File: src/rtl/kgp_io_pkg.sv
// Shared types and helpers for the result reporter: UART FSM states, ASCII
// constants and the byte-select function for the "HHHH\r\n" line.
package kgp_io_pkg;

    typedef enum logic [1:0] {
        ST_IDLE,
        ST_START,
        ST_DATA,
        ST_STOP
    } uart_state_t;

    localparam logic [7:0] ASCII_CR    = 8'h0D;
    localparam logic [7:0] ASCII_LF    = 8'h0A;
    localparam int         FRAME_BYTES = 6;

    function automatic logic [7:0] hex2ascii(input logic [3:0] nib);
        if (nib < 4'd10) begin
            return 8'h30 + {4'h0, nib};
        end
        return 8'h37 + {4'h0, nib};
    endfunction

    // Byte idx of the report line for value val, MSB nibble first.
    function automatic logic [7:0] frame_byte(input logic [15:0] val, input logic [2:0] idx);
        case (idx)
            3'd0:    return hex2ascii(val[15:12]);
            3'd1:    return hex2ascii(val[11:8]);
            3'd2:    return hex2ascii(val[7:4]);
            3'd3:    return hex2ascii(val[3:0]);
            3'd4:    return ASCII_CR;
            default: return ASCII_LF;
        endcase
    endfunction

endpackage

File: src/rtl/uart_tx_byte.sv
// 8N1 byte serialiser: byte accepted on byte_vld & byte_rdy, tx falls at the next edge.
// byte_rdy is high in IDLE and on the last cycle of STOP, so a waiting byte follows with no gap.
module uart_tx_byte
    import kgp_io_pkg::*;
#(
    parameter int CLKS_PER_BIT = 868
) (
    input  logic       clk,
    input  logic       reset,
    input  logic       byte_vld,
    input  logic [7:0] byte_dat,
    output logic       byte_rdy,
    output logic       tx
);

    localparam int               CNT_W    = (CLKS_PER_BIT > 2) ? $clog2(CLKS_PER_BIT) : 1;
    localparam logic [CNT_W-1:0] CNT_LAST = CNT_W'(CLKS_PER_BIT - 1);

    uart_state_t      state;
    logic [CNT_W-1:0] bit_cnt;
    logic [2:0]       bit_idx;
    logic [7:0]       shreg;
    logic             bit_end;

    assign bit_end  = (bit_cnt == CNT_LAST);
    assign byte_rdy = (state == ST_IDLE) || ((state == ST_STOP) && bit_end);

    always_ff @(posedge clk) begin
        if (reset) begin
            state   <= ST_IDLE;
            bit_cnt <= '0;
            bit_idx <= '0;
            shreg   <= '0;
            tx      <= 1'b1;
        end else begin
            bit_cnt <= ((state == ST_IDLE) || bit_end) ? '0 : bit_cnt + 1'b1;
            case (state)
                ST_IDLE: begin
                    if (byte_vld) begin
                        shreg <= byte_dat;
                        tx    <= 1'b0;
                        state <= ST_START;
                    end
                end
                ST_START: begin
                    if (bit_end) begin
                        tx      <= shreg[0];
                        bit_idx <= '0;
                        state   <= ST_DATA;
                    end
                end
                ST_DATA: begin
                    if (bit_end) begin
                        if (bit_idx == 3'd7) begin
                            tx    <= 1'b1;
                            state <= ST_STOP;
                        end else begin
                            tx      <= shreg[1];
                            shreg   <= {1'b0, shreg[7:1]};
                            bit_idx <= bit_idx + 3'd1;
                        end
                    end
                end
                ST_STOP: begin
                    if (bit_end) begin
                        if (byte_vld) begin
                            shreg <= byte_dat;
                            tx    <= 1'b0;
                            state <= ST_START;
                        end else begin
                            state <= ST_IDLE;
                        end
                    end
                end
                default: state <= ST_IDLE;
            endcase
        end
    end

endmodule

File: src/rtl/rout_uart_reporter.sv
// Reports each change of rout as "HHHH\r\n" on an 8N1 UART; change-to-start-bit is 2 edges after rout_q.
// A single pending slot absorbs changes during a frame or while en is low; overwrites count in drop_cnt.
module rout_uart_reporter
    import kgp_io_pkg::*;
#(
    parameter int CLKS_PER_BIT = 868,
    parameter int DROP_W       = 8
) (
    input  logic              clk,
    input  logic              reset,
    input  logic [15:0]       rout,
    input  logic              en,
    output logic              tx,
    output logic              busy,
    output logic [DROP_W-1:0] drop_cnt
);

    localparam logic [2:0] LAST_IDX = 3'(FRAME_BYTES - 1);

    logic [15:0] rout_q;
    logic [15:0] last_val;
    logic [15:0] pending;
    logic [15:0] snap;
    logic        pending_valid;
    logic        first;
    logic [2:0]  char_idx;
    logic        upd;
    logic        start_go;
    logic        consume;
    logic        byte_vld;
    logic        byte_rdy;
    logic [7:0]  byte_dat;

    always_ff @(posedge clk) begin
        rout_q <= rout;
    end

    assign upd      = (rout_q != last_val) || first;
    assign start_go = !busy && pending_valid && en;
    assign consume  = start_go && byte_rdy;

    // The first byte comes straight from pending because snap loads on the same edge.
    assign byte_vld = start_go || (busy && (char_idx != LAST_IDX));
    assign byte_dat = start_go ? frame_byte(pending, 3'd0) : frame_byte(snap, char_idx + 3'd1);

    always_ff @(posedge clk) begin
        if (reset) begin
            first         <= 1'b1;
            last_val      <= '0;
            pending       <= '0;
            pending_valid <= 1'b0;
            snap          <= '0;
            char_idx      <= '0;
            busy          <= 1'b0;
            drop_cnt      <= '0;
        end else begin
            if (upd) begin
                pending       <= rout_q;
                pending_valid <= 1'b1;
                last_val      <= rout_q;
                first         <= 1'b0;
                if (pending_valid && !consume && (drop_cnt != '1)) begin
                    drop_cnt <= drop_cnt + 1'b1;
                end
            end else if (consume) begin
                pending_valid <= 1'b0;
            end

            if (consume) begin
                snap     <= pending;
                char_idx <= '0;
                busy     <= 1'b1;
            end else if (busy && byte_rdy) begin
                if (char_idx == LAST_IDX) begin
                    busy <= 1'b0;
                end else begin
                    char_idx <= char_idx + 3'd1;
                end
            end
        end
    end

    uart_tx_byte #(
        .CLKS_PER_BIT(CLKS_PER_BIT)
    ) u_tx (
        .clk      (clk),
        .reset    (reset),
        .byte_vld (byte_vld),
        .byte_dat (byte_dat),
        .byte_rdy (byte_rdy),
        .tx       (tx)
    );

endmodule

File: config.mk
export PLATFORM = sky130hd
export DESIGN_NAME = rout_uart_reporter
export DESIGN_NICKNAME = d
export VERILOG_FILES = /design/src/rtl/kgp_io_pkg.sv /design/src/rtl/uart_tx_byte.sv /design/src/rtl/rout_uart_reporter.sv
export SDC_FILE = /design/constraint.sdc
export NUM_CORES = 1
export LEC_CHECK = 0
export ABC_AREA = 0
export BUFFER_PORTS_ARGS = -buffer_cell sky130_fd_sc_hd__buf_4
export CAP_MARGIN = 10
export CORE_MARGIN = 2
export CORE_UTILIZATION = 45
export CTS_BUF_LIST = sky130_fd_sc_hd__clkbuf_16
export DETAILED_ROUTE_END_ITERATION = 10
export HOLD_SLACK_MARGIN = 0.02
export MAX_ROUTING_LAYER = met4
export PLACE_DENSITY = 0.61
export SLEW_MARGIN = 20
export SYNTH_ARGS = -nofsm -noshare
export SYNTH_HDL_FRONTEND = slang
export SYNTH_SLANG_ARGS = --single-unit
File: constraint.sdc
create_clock -name clk -period 2.6 [get_ports clk]
set_input_delay 0.13 -clock clk [delete_from_list [all_inputs] [get_ports clk]]
set_output_delay 0.13 -clock clk [all_outputs]
set_load 0.01 [all_outputs]
==> metrics <==
via count 3272; most frequent cell after synthesis dfxtp_1; Detailed Place HPWL 5.90 mm; critical path, cell by cell ha_1 -> and4b_4 -> a41oi_2 -> o211ai_1 -> a21o_1 -> buf_4 -> or3_1 -> a21oi_1; switching pwr 1.08 mW; reg-to-reg setup timing slack 0.42 ns; DR WL met3 251 µm; Initial Utilization 46.1%; # DRC 0; placed instance area 4300 µm²; top post-synthesis cells by count dfxtp_1, nand2_1, a21oi_1, nor2_1, xnor2_1; Syn Inst Count 459; latest clock arrival within the worst-skew pair 0.33 ns; CTS buffer count 9; IO Pins 29; top sig layer met4; Final Max Slew Viols 0; post-synth cell types 54; outcome finished clean; Crit. End Element flip-flop; most area-consuming cells after synthesis dfxtp_1, ha_1, nand2_1; met1 wire length 3.86 mm; # fillers 804; period utilisation layout 83.8%; Post-Synthesis Cell Area 3980 µm²; initial antenna violation count 0; Clock Tree Buf Depth 2; first-pass GRT wire length 13.5 mm; Reg clk slew, reported paths 0.06 ns; post-CTS resize count 0; Tmin final 2.18 ns; IR drop worst, VDD 0.000337 V; WL/cell 13.1 µm; layout cells sized above 1 11.8%; Internal 2.50 mW; Seq pwr share 42.3%; post-synth top area share 42.7%; final wirelength 8.07 mm; GPL Wtd Cong 0.831; crit path buf inv count 1; PwrDens 754 nW/µm²; Crit Path Max Fanout 10; Die ar. 9620 µm²; num rows 34; Area growth syn-to-layout 19.5%; Hold WC Path Type input pin to flip-flop; EDFF count, synth 0; CTS H-Tree Depth 3; initial DRC count 149; clk_skew 0.00686 ns; Final Hold Fails 0; Nets 541; GRT overflow 0; slowest CP cell dfxtp_1; CTS tree done; First-pass DRT Iterations 4; vias per cell 5.31; antenna-violating nets left 0; crit start category flip-flop; syn_nets 497; asr flop ratio synth 0%; RSZ-0062 raised after global routing no; area of the core 8640 µm²; Slew @ Worst Pin 0.654 ns; part of the power in combinational logic 22.2%; warnings from Yosys 0; Rel. slew slack 56.1%; flop and latch count out of synthesis 85; CP Class flip-flop to flip-flop; Final Setup Violations 0; WL met2 3.86 mm; Overall Global Routing Usage 17.6%; ys flop type dfxtp_1; sequential cell area fraction in the yosys report 42.7%; slowest cell delay on critical path 0.34 ns; Clk pwr share 35.5%; setup TNS 0 ns; cell taking the most area after synthesis dfxtp_1; root buffer cell clkbuf_16; Syn Area/Cell 8.68 µm²; max-cap violations 0; Ant. Diodes 0; largest net degree at the start of global routing 42; port bufs 28; sw frac 30.2%; WP data arrival 2.44 ns; Die Y 98.1 µm; vias in the first global route 2970; Die W 98.1 µm; Leak 1.78 nW; critical path required time 2.86 ns; Fmax achieved 0.459 GHz; clock net sink count 85; Crit path max-delay family compound AO/OA/AOI/OAI gates; Design Area, Final 4760 µm²
## worst paths after layout
kind                    from       endpoint  depth (start not counted)
min                    reset          first                          1
min reg2reg    u_tx.shreg[5]  u_tx.shreg[5]                          2
max reg2reg  u_tx.bit_cnt[0]    drop_cnt[3]                          8
max          u_tx.bit_cnt[0]    drop_cnt[3]                          8
## per-layer routing
metal,vias to the layer above,GRT usage (%)
met2,39,28.0
met5,-,-
met3,8,2.79
met4,0,6.73
met1,1542,22.5
li1,1683,-
## power groups by stage
stage | registers, mW | clock network [mW] | logic (mW)
after floorplan | 1.53 | 0 | 0.586
after CTS | 1.52 | 1.30 | 0.799
after global placement | 1.54 | 0 | 0.765
after global routing | 1.53 | 1.36 | 0.884
final | 1.52 | 1.27 | 0.795
after detailed placement | 1.55 | 0 | 0.775
## worst reg2reg max path, stage by stage, from the launching register on
cell and delay, ns:
dfxtp_1 0.34, ha_1 0.24, and4b_4 0.22, a41oi_2 0.27, o211ai_1 0.14, a21o_1 0.23, buf_4 0.18, or3_1 0.34
a21oi_1 0.15
## metrics by stage
| step | instances | utilization, % | setup WS, ns | power [mW] | hold slack [ns] |
|---|---|---|---|---|---|
| after floorplan | 459 | - | 0.637 | 2.11 | 0.158 |
| final | 616 | 55.1 | 0.420 | 3.59 | 0.161 |
| after detailed placement | 584 | 49.8 | 0.435 | 2.32 | 0.235 |
| after global routing | 616 | 55.1 | 0.247 | 3.78 | 0.168 |
| after CTS | 616 | 55.1 | 0.409 | 3.62 | 0.154 |
| after global placement | 584 | 49.8 | 0.479 | 2.31 | 0.234 |
## logic make-up after synthesis
kind of cell             Yosys count  synth area share [%]
adder cells (fa/ha/maj)           19                  5.97
buffers and inverters             40                  4.11
XOR/XNOR                          34                  7.47
multiplexers                       6                  1.54
AND/OR/NAND/NOR                  171                  21.3
AO/OA/AOI/OAI                    104                  16.9
flip-flops                        85                  42.7
## flip-flops by register name (all words and copies together), names as in the netlist
signal	cells
first	1
u_tx.state	2
char_idx	3
u_tx.bit_idx	3
u_tx.tx	1
pending	16
pending_valid	1
u_tx.shreg	7
rout_q	16
u_tx.bit_cnt	10
snap	16
drop_cnt	8
busy	1
## layout by cell type (no fill, tap or decap), types with 4 or more instances in the layout
master / instances
a21oi_1: 41
ha_1: 19
or2_2: 4
nor3_1: 10
nand4_1: 9
nand2_1: 61
xor2_1: 8
a22oi_1: 4
mux2i_1: 5
dfxtp_1: 85
nand3_1: 8
inv_1: 23
dlygate4sd3_1: 16
clkbuf_16: 9
a211oi_1: 9
nor2b_1: 22
o21ai_0: 19
nor2_1: 29
nor4_1: 6
or3_1: 6
buf_4: 35
xnor2_1: 26
## cell type report
type | instances | area, µm² | area share [%]
Clock buffer | 9 | 225 | 4.73
Clock inverter | 7 | 75.1 | 1.58
Inverter | 22 | 82.6 | 1.73
Multi-Input combinational cell | 334 | 2120 | 44.5
Sequential cell | 85 | 1700 | 35.7
Tap cell | 108 | 135 | 2.84
Timing Repair Buffer | 51 | 423 | 8.88
## repair_timing
action                                  4_1_cts  5_1_grt
hold endpoints to repair                     16        0
endpoints found under the setup margin        0        0
buffers inserted                              0        0
hold buffers                                 16        0
Power figures use the tool's default switching activity.
